<file path="src/rtl/action_mod_sequencer_pkg.sv">
// Shared OpenFlow action definitions and small helpers for the action-modify sequencer.
package action_mod_sequencer_pkg;

  localparam int OPENFLOW_ACTION_WIDTH = 64;

  function automatic logic [7:0] sat_inc8(input logic [7:0] v);
    return (v == 8'hFF) ? v : v + 8'd1;
  endfunction

endpackage

</file>
<file path="src/rtl/action_mod_sequencer.sv">
// Read-modify-write sequencer: fetches an action-table entry, hands it to an external
// action modifier, writes the result back and reports completion/timeouts.
module action_mod_sequencer
  import action_mod_sequencer_pkg::*;
#(
  parameter int FLAG_WIDTH     = 16,
  parameter int ADDR_WIDTH     = 8,
  parameter int TIMEOUT_CYCLES = 15
) (
  input  logic                             clk,
  input  logic                             reset,
  input  logic                             req_valid,
  output logic                             req_ready,
  input  logic [ADDR_WIDTH-1:0]            req_addr,
  input  logic [OPENFLOW_ACTION_WIDTH-1:0] req_param,
  input  logic [FLAG_WIDTH-1:0]            req_flag,
  output logic                             tbl_rd_req,
  output logic [ADDR_WIDTH-1:0]            tbl_rd_addr,
  input  logic [OPENFLOW_ACTION_WIDTH-1:0] tbl_rd_data,
  input  logic                             tbl_rd_vld,
  output logic                             tbl_wr_req,
  output logic [ADDR_WIDTH-1:0]            tbl_wr_addr,
  output logic [OPENFLOW_ACTION_WIDTH-1:0] tbl_wr_data,
  input  logic                             tbl_wr_ack,
  output logic                             mod_enable,
  output logic [OPENFLOW_ACTION_WIDTH-1:0] mod_action_in,
  output logic [OPENFLOW_ACTION_WIDTH-1:0] mod_param,
  output logic [FLAG_WIDTH-1:0]            mod_flag,
  input  logic [OPENFLOW_ACTION_WIDTH-1:0] mod_action_out,
  input  logic                             mod_done,
  output logic                             cmpl_valid,
  output logic                             cmpl_error,
  output logic [ADDR_WIDTH-1:0]            cmpl_addr,
  output logic                             busy,
  output logic [7:0]                       err_count
);

  typedef enum logic [2:0] {
    IDLE,
    READ,
    RD_WAIT,
    MODIFY,
    MOD_WAIT,
    WRITE,
    DONE
  } state_e;

  localparam int TW = $clog2(TIMEOUT_CYCLES + 1);

  state_e                           state_q, state_d;
  logic                             armed_q;
  logic [ADDR_WIDTH-1:0]            addr_q, addr_d;
  logic [OPENFLOW_ACTION_WIDTH-1:0] param_q, param_d;
  logic [FLAG_WIDTH-1:0]            flag_q, flag_d;
  logic [OPENFLOW_ACTION_WIDTH-1:0] rdat_q, rdat_d;
  logic [OPENFLOW_ACTION_WIDTH-1:0] mres_q, mres_d;
  logic [TW-1:0]                    timer_q, timer_d;
  logic                             err_q, err_d;
  logic [7:0]                       errcnt_q, errcnt_d;

  // armed_q keeps req_ready low until the first clock after reset release.
  always_ff @(posedge clk or negedge reset) begin
    if (!reset) begin
      state_q  <= IDLE;
      armed_q  <= 1'b0;
      addr_q   <= '0;
      param_q  <= '0;
      flag_q   <= '0;
      rdat_q   <= '0;
      mres_q   <= '0;
      timer_q  <= '0;
      err_q    <= 1'b0;
      errcnt_q <= '0;
    end else begin
      state_q  <= state_d;
      armed_q  <= 1'b1;
      addr_q   <= addr_d;
      param_q  <= param_d;
      flag_q   <= flag_d;
      rdat_q   <= rdat_d;
      mres_q   <= mres_d;
      timer_q  <= timer_d;
      err_q    <= err_d;
      errcnt_q <= errcnt_d;
    end
  end

  always_comb begin
    state_d  = state_q;
    addr_d   = addr_q;
    param_d  = param_q;
    flag_d   = flag_q;
    rdat_d   = rdat_q;
    mres_d   = mres_q;
    timer_d  = timer_q;
    err_d    = err_q;
    errcnt_d = errcnt_q;
    unique case (state_q)
      IDLE: begin
        if (req_valid && armed_q) begin
          addr_d  = req_addr;
          param_d = req_param;
          flag_d  = req_flag;
          err_d   = 1'b0;
          timer_d = '0;
          state_d = (req_flag == '0) ? DONE : READ;
        end
      end
      READ: state_d = RD_WAIT;
      RD_WAIT: begin
        if (tbl_rd_vld) begin
          rdat_d  = tbl_rd_data;
          state_d = MODIFY;
        end
      end
      MODIFY: begin
        timer_d = '0;
        state_d = MOD_WAIT;
      end
      MOD_WAIT: begin
        if (mod_done) begin
          mres_d  = mod_action_out;
          state_d = WRITE;
        end else if (timer_q == TW'(TIMEOUT_CYCLES - 1)) begin
          err_d    = 1'b1;
          errcnt_d = sat_inc8(errcnt_q);
          state_d  = DONE;
        end else begin
          timer_d = timer_q + TW'(1);
        end
      end
      WRITE: begin
        if (tbl_wr_ack) state_d = DONE;
      end
      DONE: state_d = IDLE;
      default: state_d = IDLE;
    endcase
  end

  always_comb begin
    req_ready  = (state_q == IDLE) && armed_q;
    busy       = (state_q != IDLE);
    tbl_rd_req = (state_q == READ);
    mod_enable = (state_q == MODIFY);
    tbl_wr_req = (state_q == WRITE);
    cmpl_valid = (state_q == DONE);
    cmpl_error = (state_q == DONE) && err_q;
  end

  assign tbl_rd_addr   = addr_q;
  assign tbl_wr_addr   = addr_q;
  assign tbl_wr_data   = mres_q;
  assign mod_action_in = rdat_q;
  assign mod_param     = param_q;
  assign mod_flag      = flag_q;
  assign cmpl_addr     = addr_q;
  assign err_count     = errcnt_q;

endmodule
</file>
<file path="config.mk">
export PLATFORM = sky130hd
export DESIGN_NAME = action_mod_sequencer
export DESIGN_NICKNAME = d
export VERILOG_FILES = /design/src/rtl/action_mod_sequencer_pkg.sv /design/src/rtl/action_mod_sequencer.sv
export SDC_FILE = /design/constraint.sdc
export NUM_CORES = 1
export LEC_CHECK = 0
export CAP_MARGIN = 20
export CELL_PAD_IN_SITES_DETAIL_PLACEMENT = 0
export CELL_PAD_IN_SITES_GLOBAL_PLACEMENT = 1
export CORE_AREA = 2 2 183 185
export DETAILED_ROUTE_END_ITERATION = 12
export DIE_AREA = 0 0 185 187
export PLACE_DENSITY_LB_ADDON = 0.1
export SETUP_SLACK_MARGIN = 0.3
export SKIP_CTS_REPAIR_TIMING = 1
export SYNTH_ARGS = -nofsm -noshare
export SYNTH_HDL_FRONTEND = slang
export SYNTH_SLANG_ARGS = --single-unit
</file>
<file path="constraint.sdc">
create_clock -name clk -period 3.74 [get_ports clk]
set_clock_uncertainty 0.2 [all_clocks]
set_input_delay 0.374 -clock clk [delete_from_list [all_inputs] [get_ports clk]]
set_output_delay 0.374 -clock clk [all_outputs]
set_load 0.01 [all_outputs]
</file>
# Word level (Yosys, flattened, before mapping)
# Cells that the tools add are included.
[totals]
ff_bits = 233
out_inout_bits = 247
word_cells = 59
input_bits = 222
[op_classes]
n_bitwise = 2
n_reduce_logical = 15
n_eq_ne = 15
n_mux = 15
add_sub_neg = 2
[ops]
columns = ["op", "count"]
rows = [
  ["2-to-1 mux 3 bit", 6],
  ["one-hot mux 3 bit (6 select lines)", 1],
  ["zero test 16 bit", 1],
  ["AND reduction 4 bit", 4],
  ["2-to-1 mux 4 bit", 3],
  ["one-hot mux 4 bit (3 select lines)", 1],
  ["!= test 2 bit (second input constant)", 5],
  ["equality test 3 bit (second input constant)", 3],
  ["adder 8 x 1 -> 8 bit (second input constant)", 1],
  ["equality test 8 bit (second input constant)", 1],
  ["equality test 3 x 2 -> 1 bit (second input constant)", 2],
  ["AND reduction 2 bit", 3],
  ["nonzero test 3 bit", 2],
  ["adder 4 x 1 -> 4 bit (second input constant)", 1],
  ["equality test 4 bit (second input constant)", 1],
  ["equality test 3 x 1 -> 1 bit (second input constant)", 1],
  ["logical AND 1 bit", 3],
  ["zero test 3 bit", 1],
  ["2-to-1 mux 1 bit", 3],
  ["!= test 3 bit (second input constant)", 1],
  ["!= test 2 x 1 -> 1 bit (second input constant)", 1],
  ["NOT 1 bit", 2],
  ["one-hot mux 1 bit (2 select lines)", 1],
  ["nonzero test 2 bit", 1],
]

# Depth between registers and ports, before layout
[logic_depth]
depth_word = 4
ltp_mapped = 6
mapped_depth_nobuf = 6

# Worst setup path before layout
# OpenSTA, ideal clock, no wires.
[synth_timing]
kind = "reg2reg"
start = "register state_q[1]"
end = "register param_q[0], in the netlist mod_param[0]"
period_less_slack_ns = 1.933
setup_time_ns = 0.127
slack_ns = 1.807
stages_incl_launch_ff = 6
t_required_ns = 3.413
path_buffers = 2
arrival_ns = 1.606
cell_sequence = "dfrtp_1 -> nor4b_4 -> nand2_2 -> buf_4 -> buf_6 -> mux2_1"
[synth_between]
elab_chain_cells = 2
[synth_rtl]
columns = ["element", "line", "rtl"]
rows = [
  ["start, declared", "action_mod_sequencer.sv:50", "state_e state_q, state_d;"],
  ["start signal, assigned", "action_mod_sequencer.sv:75", "state_q <= state_d;"],
  ["zero test 3 bit", "action_mod_sequencer.sv:98", "unique case (state_q)"],
  ["AND reduction 2 bit (no line)", "--", ""],
  ["end signal, assigned", "action_mod_sequencer.sv:78", "param_q <= param_d;"],
  ["end, declared", "action_mod_sequencer.sv:53", "logic [OPENFLOW_ACTION_WIDTH-1:0] param_q, param_d;"],
]
# Every way passes these cells.
# A chain may end at the register's enable or synchronous reset.

# Worst setup path after layout
[layout_timing]
start = "register state_q[0]"
end = "output tbl_wr_req"
[layout_between]
elab_chain_cells = 1
[layout_rtl]
columns = ["element", "line", "rtl"]
rows = [
  ["equality test 3 bit", "action_mod_sequencer.sv:145", "tbl_wr_req = (state_q == WRITE);"],
  ["end, declared", "action_mod_sequencer.sv:21", "output logic tbl_wr_req,"],
]
# Every way passes these cells.

==> impl_metrics.py <==
metrics = {
    "floorplan": {
        "chipHeight_um": 187,
        "core.rowCount": 67,
        "fp.dieW_um": 185,
        "start_util": 0.2797,
        "design.die.area_um2": 34600,
        "core_um2": 32860,
        "io-pin-count": 469,
    },
    "worst_setup_path": {
        "reg2reg_depth": 4,
        "critical_path_class": "reg2out",
        "worstPathMaxFanout": 12,
        "arrival_ns": 2.26,
        "rr_endpoint": "tbl_wr_data[59]$_DFFE_PN0P_",
        "critPathRequiredTime_ns": 3.17,
        "reg2reg_slack_ns": 1.03,
        "r2r_start": "state_q[2]$_DFFE_PN0P_",
        "end_kind": "primary output",
        "cp-start-kind": "flop",
    },
    "hold_path": {
        "min_path_cells": 2,
        "hp-start": "req_param[2]",
        "min_to": "mod_param[2]$_DFFE_PN0P_",
        "min_path_type": "in2reg",
    },
    "power": {
        "power_frac_comb": 0.437,
        "peakVddDrop_v": 0.0005177,
        "powerDensity_nw_per_um2": 836.3,
        "total_power_mw": 12.70,
        "switchingPower_mw": 3.891,
        "clock_power_share": 0.212,
        "p_leak_nw": 6.263,
        "intPower_mw": 8.810,
        "p_seq_frac": 0.351,
        "swShare": 0.3064,
    },
    "placed_design": {
        "dp.cells": 1459,
        "gp_congestion": 0.7352,
        "dp_hpwl_mm": 22.23,
        "dpl-instance-area_um2": 14230,
        "io_buffers": 468,
        "place_ws_ns": 1.037,
    },
    "timing": {
        "period_share": 0.7570,
        "tightestPinTransition_ns": 0.6827,
        "timing_hold_violations_final": 0,
        "tns_ns": 0,
        "maxSlewViolCount": 0,
        "maxClockFrequency_mhz": 353.2,
        "fin_ws_ns": 0.9088,
        "rsz0062_at_grt": "no",
        "whs_ns": 0.2095,
        "post-route-min-period_ns": 2.831,
        "max-slew-margin-rel": 0.5448,
        "setup_viol": 0,
    },
    "grt": {
        "grt_pass1_vias": 7179,
        "grt_pass1_wl_mm": 44.27,
        "gr-total-overflow": 0,
        "grt_max_degree": 86,
        "grt_usage": 0.1693,
        "antenna_found_initial": 5,
    },
    "cells_and_area": {
        "fin_util": 0.4622,
        "fin_cells": 1519,
        "drive_gt1_frac": 0.2477,
        "final_nets": 1268,
        "syn_to_final_growth_pct": 65.26,
        "design_area_um2": 15190,
    },
    "clocking": {
        "clkSlewWorstSetupHoldPaths_ns": 0.05,
        "cts_max_level": 1,
        "numCtsBuffers": 29,
        "cts_root_buffer": "clkbuf_16",
        "cts_buffer_depth": 3,
        "clk_latency_ns": 0.55,
        "cts_tree": "done",
        "clock_sink_count": 233,
    },
    "yosys": {
        "ys_top_cells_by_count": "dfrtp_1, mux2_2, buf_4, mux2_1, a21oi_1",
        "async_reset_ff_frac": 1.000,
        "syn_area_per_cell_um2": 15.84,
        "netlist_area_um2": 9190,
        "syn_nets": 805,
        "ys_seq_area_frac": 0.6344,
        "yosysMostFrequentCell": "dfrtp_1",
        "yosysWarnings": 0,
        "synth_area_leaders": "dfrtp_1, mux2_2, buf_4",
        "synthFlopType": "dfrtp_1",
        "synth_top_area_cell": "dfrtp_1",
        "ys_ff_latch": 233,
        "ys_types": 41,
        "synth_top_area_share": 0.6344,
        "synth-edff-count": 0,
        "synth_cells": 580,
    },
    "detailed_routing": {
        "viasPerCell": 4.311,
        "drt_wl_total_mm": 29.90,
        "drc": 0,
        "ant_nets": 0,
        "initialDrtViolationCount": 151,
        "wire_per_inst_um": 19.69,
        "vias": 6549,
        "first_pass_iters": 4,
    },
    "flow_run": {
        "cap_viol_max_count": 0,
    },
    "outcome": {
        "status": "completed",
    },
}
placed cells by master, fill, tap and decap left out, types with 3 or more instances in the layout:
cell type / synthesis / final
clkbuf_1: 2 / 7
clkdlybuf4s50_1: 0 / 467
nand4_1: 6 / 6
mux2_2: 204 / 204
buf_12: 0 / 5
nand3_1: 5 / 5
clkinv_2: 0 / 8
dfrtp_1: 233 / 233
xnor2_1: 4 / 4
inv_1: 7 / 7
nand2_1: 6 / 6
ha_1: 3 / 3
mux2_1: 15 / 15
clkbuf_16: 0 / 29
a21oi_1: 10 / 10
diode_2: 0 / 5
nor4_1: 4 / 4
o21ai_0: 6 / 6
clkbuf_8: 0 / 8
cell type report:
cell class / instances / area, um2
Antenna cell: 5 / 12.51
Inverter: 7 / 26.28
Clock inverter: 10 / 68.82
Fill cell: 3048 / 17670
Sequential cell: 233 / 5831
Tap cell: 448 / 560.5
Clock buffer: 44 / 862.1
Timing Repair Buffer: 475 / 4807
Multi-Input combinational cell: 297 / 3019
flip-flops by register name (all words and copies together) (netlist names):
signal and flops:
mod_action_in 64, err_count 8, tbl_wr_data 64, mod_param 64, mod_flag 16, armed_q 1, cmpl_addr 8, state_q 3
err_q 1, timer_q 4
logic make-up after synthesis:
group | synth area share
AND/OR/NAND/NOR | 0.03186
XOR/XNOR | 0.004765
other | 0.0004080
adder cells (fa/ha/maj) | 0.004085
buffers and inverters | 0.03826
flip-flops | 0.6344
multiplexers | 0.2683
AO/OA/AOI/OAI | 0.01784
per-layer routing:
layer / track usage / part of all wire / up-vias
met5: 0 / 0 / -
met1: 0.1855 / 0.37 / 3208
met4: 0.05311 / 0.028 / 0
met3: 0.08509 / 0.13 / 41
met2: 0.2848 / 0.48 / 321
li1: - / - / 2979
how the worst max path moves through the flow:
| stage | from | end | slack (ns) | depth (start not counted) |
|---|---|---|---|---|
| after global placement | state_q[2]$_DFFE_PN0P_ | tbl_wr_data[46]$_DFFE_PN0P_ | 1.07 | 4 |
| after global routing | state_q[0]$_DFFE_PN0P_ | tbl_wr_req | 0.72 | 3 |
| after detailed placement | state_q[2]$_DFFE_PN0P_ | tbl_wr_data[48]$_DFFE_PN0P_ | 1.04 | 4 |
| final | state_q[0]$_DFFE_PN0P_ | tbl_wr_req | 0.91 | 3 |
| after floorplan | state_q[1]$_DFFE_PN0P_ | mod_param[0]$_DFFE_PN0P_ | 1.81 | 5 |
| after CTS | state_q[0]$_DFFE_PN0P_ | tbl_wr_req | 0.84 | 3 |
critical path, cell delays in order (launching register included):
cell	delay, ns
dfrtp_1	0.62
inv_1	0.14
nor3b_1	0.31
clkdlybuf4s50_1	0.63
power by group through the flow:
| stage | registers, mW | logic [mW] | clock network [mW] |
|---|---|---|---|
| finish | 4.45 | 5.55 | 2.70 |
| global route | 4.63 | 5.93 | 2.90 |
| CTS | 4.47 | 5.66 | 2.80 |
| detailed placement | 4.49 | 5.64 | 0 |
| global placement | 4.46 | 5.63 | 0 |
| floorplan | 4.96 | 1.82 | 0 |
Note: power is estimated with default switching activity, not from simulation.
